**config.mk**
```make
export PLATFORM = sky130hd
export DESIGN_NAME = fft_frame_ctrl
export DESIGN_NICKNAME = d
export VERILOG_FILES = /design/src/rtl/fft_frame_ctrl_pkg.sv /design/src/rtl/fft_frame_ctrl_sync_2ff.sv /design/src/rtl/fft_frame_ctrl.sv
export SDC_FILE = /design/constraint.sdc
export NUM_CORES = 1
export LEC_CHECK = 0
export CAP_MARGIN = 20
export CORE_MARGIN = 8
export CORE_UTILIZATION = 49
export DETAILED_ROUTE_END_ITERATION = 12
export GPL_TIMING_DRIVEN = 0
export PLACE_DENSITY = 0.76
export SLEW_MARGIN = 20
export SYNTH_ARGS = -nofsm -noshare
export SYNTH_HDL_FRONTEND = slang
export SYNTH_SLANG_ARGS = --single-unit
```
**constraint.sdc**
```tcl
create_clock -name CLK -period 1.8 [get_ports CLK]
set_input_delay 0.54 -clock CLK [delete_from_list [all_inputs] [get_ports CLK]]
set_output_delay 0.54 -clock CLK [all_outputs]
set_load 0.02 [all_outputs]
```
**src/rtl/fft_frame_ctrl_pkg.sv**
```systemverilog
// Shared definitions for the FFT frame sequencer: state encoding and
// default frame geometry used by the controller and its neighbours.
package fft_frame_ctrl_pkg;

  typedef enum logic [2:0] {
    ST_IDLE  = 3'd0,
    ST_ARM   = 3'd1,
    ST_ACQ   = 3'd2,
    ST_FLUSH = 3'd3,
    ST_DRAIN = 3'd4
  } state_t;

  localparam int N_POINTS_DEF = 1024;
  localparam int LOG2N_DEF    = 10;
  localparam int FFT_LAT_DEF  = 1024;
  localparam int DECIM_DEF    = 1;
  localparam int FRAME_CW_DEF = 16;

  // Decimation counter covers DECIM up to 256 (counts 0..255).
  localparam int DECIM_CW     = 8;

endpackage

```
**src/rtl/fft_frame_ctrl_sync_2ff.sv**
```systemverilog
// Two-flop bit synchroniser for a slow asynchronous level (the run switch).
module fft_frame_ctrl_sync_2ff (
  input  logic i_clk,
  input  logic i_rst_n,
  input  logic i_d,
  output logic o_q
);

  logic r_meta;
  logic r_sync;

  // Capture flop followed by the resolving flop; both clear on reset.
  always_ff @(posedge i_clk or negedge i_rst_n) begin
    if (!i_rst_n) begin
      r_meta <= 1'b0;
      r_sync <= 1'b0;
    end else begin
      r_meta <= i_d;
      r_sync <= r_meta;
    end
  end

  assign o_q = r_sync;

endmodule

```
**src/rtl/fft_frame_ctrl.sv**
```systemverilog
// Frame sequencer between the XADC stream, the streaming FFT core and the
// output buffer. Feeds N_POINTS (optionally decimated) samples per frame,
// zero-flushes the FFT pipeline, gates result writes and re-arms once the
// buffer has been drained.
//
//  state | meaning
//  IDLE  | run switch off, nothing accepted
//  ARM   | waiting for an empty, non-full output buffer
//  ACQ   | forwarding ADC samples into the FFT
//  FLUSH | pushing FFT_LAT zero inputs to flush the pipeline
//  DRAIN | waiting for the USB side to empty the buffer
module fft_frame_ctrl
  import fft_frame_ctrl_pkg::*;
#(
  parameter int N_POINTS = N_POINTS_DEF,
  parameter int LOG2N    = LOG2N_DEF,
  parameter int FFT_LAT  = FFT_LAT_DEF,
  parameter int DECIM    = DECIM_DEF,
  parameter int FRAME_CW = FRAME_CW_DEF
) (
  input  logic                CLK,
  input  logic                rstn,
  input  logic                enable_sw,
  input  logic                s_tvalid,
  output logic                s_tready,
  input  logic                buff_full,
  input  logic                buff_empty,
  output logic                fft_enable,
  output logic                fft_zero,
  output logic                out_wr,
  output logic                frame_start,
  output logic                frame_done,
  output logic [FRAME_CW-1:0] frame_cnt,
  output logic                overrun,
  input  logic                clr_ovr,
  output logic                busy
);

  // feed_cnt spans data plus flush inputs, at most 2*N_POINTS-1.
  localparam int FCW = LOG2N + 1;
  localparam logic [FCW-1:0]      C_LAT        = FCW'(FFT_LAT);
  localparam logic [FCW-1:0]      C_ACQ_LAST   = FCW'(N_POINTS - 1);
  localparam logic [FCW-1:0]      C_FLUSH_LAST = FCW'(N_POINTS + FFT_LAT - 1);
  localparam logic [DECIM_CW-1:0] C_DEC_LAST   = DECIM_CW'(DECIM - 1);

  state_t              r_state;
  state_t              w_state_nxt;
  logic                w_en_s;
  logic [FCW-1:0]      r_feed_cnt;
  logic [DECIM_CW-1:0] r_decim_cnt;
  logic [FRAME_CW-1:0] r_frame_cnt;
  logic                r_overrun;
  logic                w_accept;
  logic                w_fft_en;
  logic                w_fft_zero;
  logic                w_tready;
  logic                w_done;
  logic                w_ovr_set;
  logic                w_start_acq;

  fft_frame_ctrl_sync_2ff u_sync_en (
    .i_clk   (CLK),
    .i_rst_n (rstn),
    .i_d     (enable_sw),
    .o_q     (w_en_s)
  );

  // State register.
  always_ff @(posedge CLK or negedge rstn) begin
    if (!rstn) begin
      r_state <= ST_IDLE;
    end else begin
      r_state <= w_state_nxt;
    end
  end

  // Next-state decode plus the per-state stream/FFT handshakes.
  always_comb begin
    w_state_nxt = r_state;
    w_tready    = 1'b0;
    w_accept    = 1'b0;
    w_fft_en    = 1'b0;
    w_fft_zero  = 1'b0;
    w_done      = 1'b0;
    w_ovr_set   = 1'b0;
    case (r_state)
      ST_IDLE: begin
        if (w_en_s) begin
          w_state_nxt = ST_ARM;
        end
      end
      ST_ARM: begin
        if (!w_en_s) begin
          w_state_nxt = ST_IDLE;
        end else if (buff_empty && !buff_full) begin
          w_state_nxt = ST_ACQ;
        end
      end
      ST_ACQ: begin
        w_tready  = ~buff_full;
        w_accept  = s_tvalid & ~buff_full;
        w_fft_en  = w_accept & (r_decim_cnt == '0);
        w_ovr_set = s_tvalid & buff_full;
        if (w_fft_en && (r_feed_cnt == C_ACQ_LAST)) begin
          w_state_nxt = (FFT_LAT == 0) ? ST_DRAIN : ST_FLUSH;
        end
      end
      ST_FLUSH: begin
        w_fft_zero = 1'b1;
        w_fft_en   = ~buff_full;
        if (w_fft_en && (r_feed_cnt == C_FLUSH_LAST)) begin
          w_state_nxt = ST_DRAIN;
        end
      end
      ST_DRAIN: begin
        if (buff_empty) begin
          w_done      = 1'b1;
          w_state_nxt = w_en_s ? ST_ARM : ST_IDLE;
        end
      end
      default: begin
        w_state_nxt = ST_IDLE;
      end
    endcase
  end

  assign w_start_acq = (r_state == ST_ARM) && (w_state_nxt == ST_ACQ);

  // Count FFT inputs (data and zeros) within the current frame.
  always_ff @(posedge CLK or negedge rstn) begin
    if (!rstn) begin
      r_feed_cnt <= '0;
    end else if (w_start_acq) begin
      r_feed_cnt <= '0;
    end else if (w_fft_en) begin
      r_feed_cnt <= r_feed_cnt + 1'b1;
    end
  end

  // Decimation phase: only the first accept of each DECIM group is forwarded.
  always_ff @(posedge CLK or negedge rstn) begin
    if (!rstn) begin
      r_decim_cnt <= '0;
    end else if (w_start_acq) begin
      r_decim_cnt <= '0;
    end else if (w_accept) begin
      r_decim_cnt <= (r_decim_cnt == C_DEC_LAST) ? '0 : r_decim_cnt + 1'b1;
    end
  end

  // Completed-frame counter, wraps silently.
  always_ff @(posedge CLK or negedge rstn) begin
    if (!rstn) begin
      r_frame_cnt <= '0;
    end else if (w_done) begin
      r_frame_cnt <= r_frame_cnt + 1'b1;
    end
  end

  // Sticky overrun; a same-cycle clear takes priority over a new set.
  always_ff @(posedge CLK or negedge rstn) begin
    if (!rstn) begin
      r_overrun <= 1'b0;
    end else if (clr_ovr) begin
      r_overrun <= 1'b0;
    end else if (w_ovr_set) begin
      r_overrun <= 1'b1;
    end
  end

  // The first FFT_LAT outputs are pipeline fill, so writes start at that index.
  assign s_tready    = w_tready;
  assign fft_enable  = w_fft_en;
  assign fft_zero    = w_fft_zero;
  assign out_wr      = w_fft_en & (r_feed_cnt >= C_LAT);
  assign frame_start = w_fft_en & (r_feed_cnt == '0);
  assign frame_done  = w_done;
  assign frame_cnt   = r_frame_cnt;
  assign overrun     = r_overrun;
  assign busy        = (r_state != ST_IDLE);

endmodule
```
== Word-level counts from Yosys, hierarchy flattened ==
Index checks and enable logic that the tools add are counted.

* Output and inout bits: 24
* Flip-flop bits (word level): 41

* Muxes and demuxes: 22
* Order comparisons: 1
* Bitwise operators: 6
* Reduce and logical (&&, ||, !) cells: 12
* Eq/ne operators: 7
* Add/sub/neg operators: 3

{| class="wikitable"
|+ Operator list
! cell !! number
|-
| 8-bit two-way mux || 3
|-
| 11-bit two-way mux || 2
|-
| 3-bit two-way mux || 6
|-
| 16-bit by 1-bit adder with 16-bit output, second input constant || 1
|-
| 3-bit one-hot mux with 5 select lines || 1
|-
| 11-bit by 1-bit adder with 11-bit output, second input constant || 1
|-
| 11-bit by 10-bit equality test with 1-bit output, second input constant || 1
|-
| 11-bit equality test, second input constant || 1
|-
| 11-bit >= comparator, second input constant || 1
|-
| 11-bit zero test || 1
|-
| 3-bit by 2-bit equality test with 1-bit output, second input constant || 3
|-
| 1-bit two-way mux || 9
|-
| 8-bit by 1-bit adder with 8-bit output, second input constant || 1
|-
| 8-bit zero test || 1
|-
| 2-bit nonzero test || 3
|-
| 1-bit bitwise AND || 5
|-
| 1-bit logical AND || 4
|-
| 3-bit by 1-bit equality test with 1-bit output, second input constant || 1
|-
| 3-bit equality test, second input constant || 1
|-
| 3-bit zero test || 1
|-
| 3-bit nonzero test || 1
|-
| 1-bit one-hot mux with 2 select lines || 1
|-
| 1-bit zero test || 1
|-
| 1-bit inverter || 1
|}

== Longest topological paths before layout ==
Gate-level depths: netlist (run 1).

* Depth after elaboration: 9
* Mapped depth: 7
* Mapped depth without buffers: 5

== Cells and area by module ==
From an unflattened synthesis (run 1), not the netlist that was laid out.

* Cell total of the unflattened synthesis: 220
* Area, all modules: 2178.3 um2

{| class="wikitable"
|+ Modules (own cells, without submodules)
! module !! sequential area each (um2) !! cells each !! area each (um2) !! times used
|-
| fft_frame_ctrl || 975.9 || 218 || 2128.3 || 1
|-
| fft_frame_ctrl_sync_2ff || 50.0 || 2 || 50.0 || 1
|}

== Worst setup path after synthesis (run 1) ==
No wires, ideal clock.

* Kind: input to output
* From: input port buff_full
* To: output port frame_start
* Setup slack: -0.421 ns
* Data arrival time: 1.681 ns
* Cell stages on the path: 4
* Cell sequence: buf_6 or3b_1 buf_2 nor3_1

* Longest elaborated chain between the ends: 5

{| class="wikitable"
|+ RTL lines
! item !! RTL line !! text
|-
| from (decl) || fft_frame_ctrl.sv:26 || <nowiki>input logic buff_full,</nowiki>
|-
| 1-bit inverter * || fft_frame_ctrl.sv:101, fft_frame_ctrl.sv:110 ||
|-
| 1-bit bitwise AND || fft_frame_ctrl.sv:101 || <nowiki>w_accept = s_tvalid & ~buff_full;</nowiki>
|-
| 1-bit bitwise AND || fft_frame_ctrl.sv:102 || <nowiki>w_fft_en = w_accept & (r_decim_cnt == '0);</nowiki>
|-
| 1-bit one-hot mux with 2 select lines * || fft_frame_ctrl.sv:86 || <nowiki>case (r_state)</nowiki>
|-
| 1-bit bitwise AND * || fft_frame_ctrl.sv:176 || <nowiki>assign frame_start = w_fft_en & (r_feed_cnt == '0);</nowiki>
|-
| to (decl) || fft_frame_ctrl.sv:31 || <nowiki>output logic frame_start,</nowiki>
|}

Every way passes the cells marked *; elsewhere a longest branch is shown, timed or not.

== Worst setup path in the final report (run 1) ==
* From: register r_decim_cnt[6]
* To: output port fft_enable

* Longest elaborated chain between the ends: 3

{| class="wikitable"
|+ RTL lines
! item !! RTL line !! text
|-
| from (decl) || fft_frame_ctrl.sv:50 || <nowiki>logic [DECIM_CW-1:0] r_decim_cnt;</nowiki>
|-
| from (signal assigned) || fft_frame_ctrl.sv:147 || <nowiki>r_decim_cnt <= (r_decim_cnt == C_DEC_LAST) ? '0 : r_decim_cnt + 1'b1;</nowiki>
|-
| 8-bit zero test || fft_frame_ctrl.sv:102 ||
|-
| 1-bit bitwise AND || fft_frame_ctrl.sv:102 ||
|-
| 1-bit one-hot mux with 2 select lines || fft_frame_ctrl.sv:86 ||
|-
| to (decl) || fft_frame_ctrl.sv:28 || <nowiki>output logic fft_enable,</nowiki>
|}

No other way between the ends.

==> reports/qor.yml, run 1 <==
via_count: 1768
r2r-end: "r_feed_cnt[8]"
worstPathRequired_ns: 1.26
ys_seq_area_share_pct: 48.1
rr_worst_depth: 6
syn-cell-area_mm2: 0.00213
drive_gt1_share_pct: 23.5
row_count: 24
yosysTopAreaCellShare_pct: 48.1
viasPerCell: 5.67
die_h_um: 82.0
yosys_warnings: 0
violations: "negative setup slack"
area_growth_pct: 33.1
rrSetupSlack_ns: -0.29
start_util_pct: 50.0
drc: 0
syn_area_per_cell_um2: 10.2
ys_ff_latch: 41
period_needed_ns: 2.26
grt_pass1_vias: 1747
path_buf_inv: 2
r2r_start: "r_decim_cnt[6]"
finalCritPeriodShare_pct: 126
max-slew-margin-rel_pct: 71.4
cpPeakStageDelay_ns: 0.43
finalSetupViolations: 12
tritoncts: "done"
hold_class: "input port to async pin"
place_hpwl_um: 3270
grt_start_max_net_pins: 26
cts_buffers: 5
core_mm2: 0.00426
ys.flop_type: "dfrtp_1"
status: "finished with violations"
worstSetupPathDepth: 5
grtUsageTotal_pct: 16.2
antenna_found_initial: 0
skew_ns: 0.00851
port_buffers: 29
nNetsFinal: 272
p_leak_nw: 1.33
io_pins: 31
globalplace.congestion: 0.819
slew_viol_final: 0
wl_per_cell_um: 16.1
worst_slack_ns: -0.462
clk_path_buf_depth: 2
synth_edf_count: 0
yosys-top-cells-area: "dfrtp_1, xnor2_1, nand2_1"
maxCapViolations: 0
worstMarginPinSlew_ns: 0.429
dp_slack_ns: -1.13
finalPower_mw: 3.19
power_density_mw_per_mm2: 1120
cp.arrival_ns: 1.72
clock-root-buffer: "clkbuf_8"
multiInputGateArea_mm2: 0.00111
grt_pass1_wl_um: 8480
drtIter0Drc: 155
nFillCells: 337
postSynthCellCount: 209
fmax_ghz: 0.442
die_area_mm2: 0.00672
ys_async_sr_fraction_pct: 100
crit_path_start_kind: "register"
cts_hold_buffers: 0
clk_latency_ns: 0.29
ys_types: 42
yosysTopAreaCell: "dfrtp_1"
crit_slowest_cell: "dfrtp_1"
setup_tns_ns: -2.59
placed_area_mm2: 0.00256
rsz0062_at_grt: "true"
synth_nets: 221
firstDrtPassIters: 4
drtAntennaViolNets: 0
clk_pin_slew_ns: 0.08
cts.htree.levels: 2
hold_viol_final: 0
fin_area_mm2: 0.00284
regArea_mm2: 0.00103
clock_sinks: 41
antennaDiodeCount: 0
path_class: "register to output port"
grt.overflow.total: 0
cp_top_family: "simple AND/OR/NAND/NOR gates"
crit_fanout: 3
wirelength_um: 5030
die_x_um: 82.0
vdd_ir_drop_max_mv: 0.474
cp_cell_sequence: "nor4_4 -> a41oi_4 -> buf_4 -> nor2_4 -> buf_6"
cp-end-kind: "output port"
[stage by stage]
stage	hold slack [ns]	std cells	utilization, %
6_report	0.182	312	66.6
5_1_grt	0.200	312	66.6
4_1_cts	0.183	310	65.3
3_5_place_dp	0.335	291	60.0
3_3_place_gp	0.332	290	59.6
2_1_floorplan	0.244	209	-
[placed cells by master, fill, tap and decap left out, types with 2 or more instances in the layout]
master / count
nor3_4: 2
inv_1: 6
buf_8: 3
nor3_1: 3
nor3b_4: 2
o31ai_1: 7
dfrtp_1: 40
buf_6: 10
clkbuf_8: 5
and3_1: 4
nand2_1: 18
clkdlybuf4s50_1: 2
a21oi_2: 2
nand3_1: 13
nor4_1: 6
nand4b_1: 2
xnor2_1: 19
nor2_4: 2
o211ai_1: 2
a21oi_1: 4
and4_1: 4
mux2i_1: 3
o21ai_0: 2
dlygate4sd2_1: 19
xor2_1: 3
nor2_1: 13
ha_1: 5
buf_2: 2
buf_4: 16
nand4_1: 7
and2_1: 2
or4_1: 4
[kinds of logic after synthesis]
family | after synthesis | share of synthesized area, %
and+or+nand+nor | 96 | 26.2
DFF | 41 | 48.1
AOI/OAI and AO/OA | 22 | 7.57
xor gates and xnor gates | 22 | 9.03
buffers and inverters | 18 | 3.75
muxes | 5 | 2.46
adders and majority gates | 5 | 2.93
[timing repair]
item                                    4_1_cts  5_1_grt
pin swaps                                     9        4
resized for setup                            74       12
endpoints found under the setup margin       50       27
gates cloned                                  0        0
setup buffers                                14        3
[registers in the layout, summed over array words and instances (netlist names)]
register	count
frame_cnt	16
r_feed_cnt	11
r_decim_cnt	8
r_state	3
overrun	1
u_sync_en.o_q	1
u_sync_en.r_meta	1
[Yosys cell counts (all sizes together) (3+ instances only)]
cell,count
dfrtp,41
xnor2,19
nand2,18
nor2,16
nand3,13
inv,7
nand4,7
nor4,7
o31ai,7
a21oi,6
buf,6
nor3,6
clkbuf,5
ha,5
and3,4
and4,4
or4,4
mux2i,3
o21ai,3
xor2,3
[worst reg2reg max path, cell delays in order (launching register included)]
cell	delay, ns
dfrtp_1	0.43
nor4_4	0.37
a41oi_4	0.19
buf_4	0.20
buf_4	0.17
or4b_1	0.50
a21oi_1	0.15
[cell type report]
cell class	count	area share, %
Clock buffer	5	2.42
Buffer	8	2.82
Tap cell	52	2.29
Inverter	7	1.01
Sequential cell	41	36.2
Multi-Input combinational cell	150	39.2
Clock inverter	2	1.23
Timing Repair Buffer	47	14.8
[per-layer routing]
layer	vias to the layer above	global-route usage (%)	routed length, um
met5	-	0	0
met4	0	3.86	19
met3	2	5.25	271
met2	48	25.7	2480
met1	866	20.8	2260
li1	852	-	-
[report_power, final]
group          switching (mW)  internal, mW
logic                   0.675         0.622
clock network           0.319         0.403
registers               0.138          1.03
[worst max-delay path by stage]
stage | start | endpoint | slack (ns)
2_1_floorplan | r_decim_cnt[6] | frame_start | -0.17
3_3_place_gp | s_tvalid | frame_start | -1.12
3_5_place_dp | s_tvalid | frame_start | -1.13
4_1_cts | r_decim_cnt[4] | frame_start | -0.45
5_1_grt | r_decim_cnt[6] | frame_start | -0.55
6_report | r_decim_cnt[6] | fft_enable | -0.46
(Power assumes the default switching activity.)
==> run 2: changes to the inputs <==
Settings changed: GPL_TIMING_DRIVEN 0 to unset.
Clock period 1.8 ns to 1.91 ns, I/O delays scaled along.
==> reports/qor.yml, run 2 (synthesized netlist as in run 1, its figures left out) <==
status: "finished with violations"
violations: "negative setup slack"
cp-end-kind: "output port"
rsz0062_at_grt: "true"
grt_pass1_vias: 1993
antennaDiodeCount: 0
firstDrtPassIters: 4
drive_gt1_share_pct: 31.6
rrSetupSlack_ns: -0.29
cp-startpoint: "buff_full"
viasPerCell: 5.45
drtIter0Drc: 89
cp_top_family: "simple AND/OR/NAND/NOR gates"
topRoutingLayerUsed: "met4"
finalPower_mw: 3.11
rr_worst_depth: 7
globalplace.congestion: 0.897
wirelength_um: 5230
area_growth_pct: 43.5
period_needed_ns: 2.24
clock_sinks: 41
cts_hold_buffers: 0
crit_path_start_kind: "input port"
finalCritPeriodShare_pct: 118
via_count: 1852
die_area_mm2: 0.00672
p_leak_nw: 1.53
cp_cell_sequence: "dlygate4sd2_1 -> or3b_4 -> nor3_4 -> buf_6"
max-slew-margin-rel_pct: 66.1
largest_reg_flops: 16
cp.arrival_ns: 1.67
slew_viol_final: 0
nNetsFinal: 299
maxCapViolations: 0
clk_path_buf_depth: 2
p_comb_share_pct: 43.3
clk_latency_ns: 0.28
start_util_pct: 50.0
path_class: "input port to output port"
switching_share_pct: 33.3
drc: 0
crit_slowest_cell: "or3b_4"
fin_area_mm2: 0.00306
finalSetupViolations: 10
hold_class: "input port to async pin"
clock-root-buffer: "clkbuf_8"
io_pins: 31
worstPathRequired_ns: 1.34
skew_ns: 0.00502
crit_fanout: 4
cts.htree.levels: 2
clk_pin_slew_ns: 0.07
die_x_um: 82.0
grtUsageTotal_pct: 16.9
row_count: 24
core_mm2: 0.00426
path_buf_inv: 2
hold_viol_final: 0
r2r_start: "r_decim_cnt[4]"
die_h_um: 82.0
wl_per_cell_um: 15.4
antenna_found_initial: 0
drtAntennaViolNets: 0
worst_slack_ns: -0.335
grt.overflow.total: 0
wl_met2_um: 2620
wl_met3_um: 260
p_int_mw: 2.08
power_density_mw_per_mm2: 1020
place_hpwl_um: 3680
cpPeakStageDelay_ns: 0.47
layout_common_cells: "buf_4, dfrtp_1, xnor2_1, nand2_1"
p_seq_share_pct: 33.8
worstSetupPathDepth: 4
placed_area_mm2: 0.00282
vdd_ir_drop_max_mv: 0.570
wl_met1_um: 2260
grt_pass1_wl_um: 9000
layout_commonest_cell: "buf_4"
worstMarginPinSlew_ns: 0.508
port_buffers: 30
tritoncts: "done"
fmax_ghz: 0.445
p_clk_share_pct: 23.0
p_sw_mw: 1.03
cts_buffers: 5
grt_start_max_net_pins: 42
holdWs_ns: 0.338
r2r-end: "r_feed_cnt[8]"
[run 2: cell count changes in the layout (fill, tap and decap cells not counted), moves of 2 or more]
| cell | delta |
|---|---|
| a21oi_1 | -2 |
| a21oi_2 | +2 |
| buf_4 | +33 |
| buf_8 | -3 |
| clkdlybuf4s50_1 | +5 |
| dlygate4sd2_1 | -11 |
| dlymetal6s2s_1 | +7 |
[run 2: power by group through the flow]
stage	logic, mW	registers (mW)	clock network [mW]
after detailed placement	1.18	1.06	0
after CTS	1.24	1.05	0.729
after global routing	1.46	1.07	0.771
final	1.35	1.05	0.714
after global placement	1.15	1.06	0
after floorplan	0.622	1.08	0
[run 2: per-layer routing]
metal / vias up / global-route usage (%)
met2: 52 / 28.3
met3: 13 / 4.70
met1: 884 / 20.1
li1: 903 / -
met4: 0 / 6.67
met5: - / 0
[run 2: stage by stage]
stage,setup slack [ns],std cells,util (%),TNS (ns)
2_1_floorplan,-0.128,209,-,-0.271
3_3_place_gp,-1.03,326,66.0,-14.31
3_5_place_dp,-1.06,326,66.0,-15.31
4_1_cts,-0.384,336,69.5,-1.94
5_1_grt,-0.382,340,71.8,-2.87
6_report,-0.335,340,71.8,-2.12
[run 2: final cells by class]
cell class,count,area (um^2)
clock buffers,7,86.3
multi-input cells,150,1110
well taps,52,65.1
flip-flops and latches,41,1030
inverters,7,26.3
repair buffers,82,713
clock inverters,1,30.0
fillers,297,1200
[run 2: worst max path at each step]
stage / to / slack [ns]
global route: frame_start / -0.38
global placement: out_wr / -1.03
floorplan: out_wr / -0.13
finish: frame_start / -0.33
detailed placement: out_wr / -1.06
CTS: frame_start / -0.38
[run 2: what timing repair did]
item / 4_1_cts / 5_1_grt
endpoints found under the setup margin: 30 / 21
pin swaps: 6 / 4
gates resized for setup: 56 / 21
setup buffers: 2 / 4
[run 2: worst register-to-register path, delay by kind of cell, from the launching register on]
kind,cells,cell delay [ns]
flip-flops,1,0.41
buffers and inverters,3,0.45
AO/OA/AOI/OAI,2,0.40
AND/OR/NAND/NOR,2,0.88
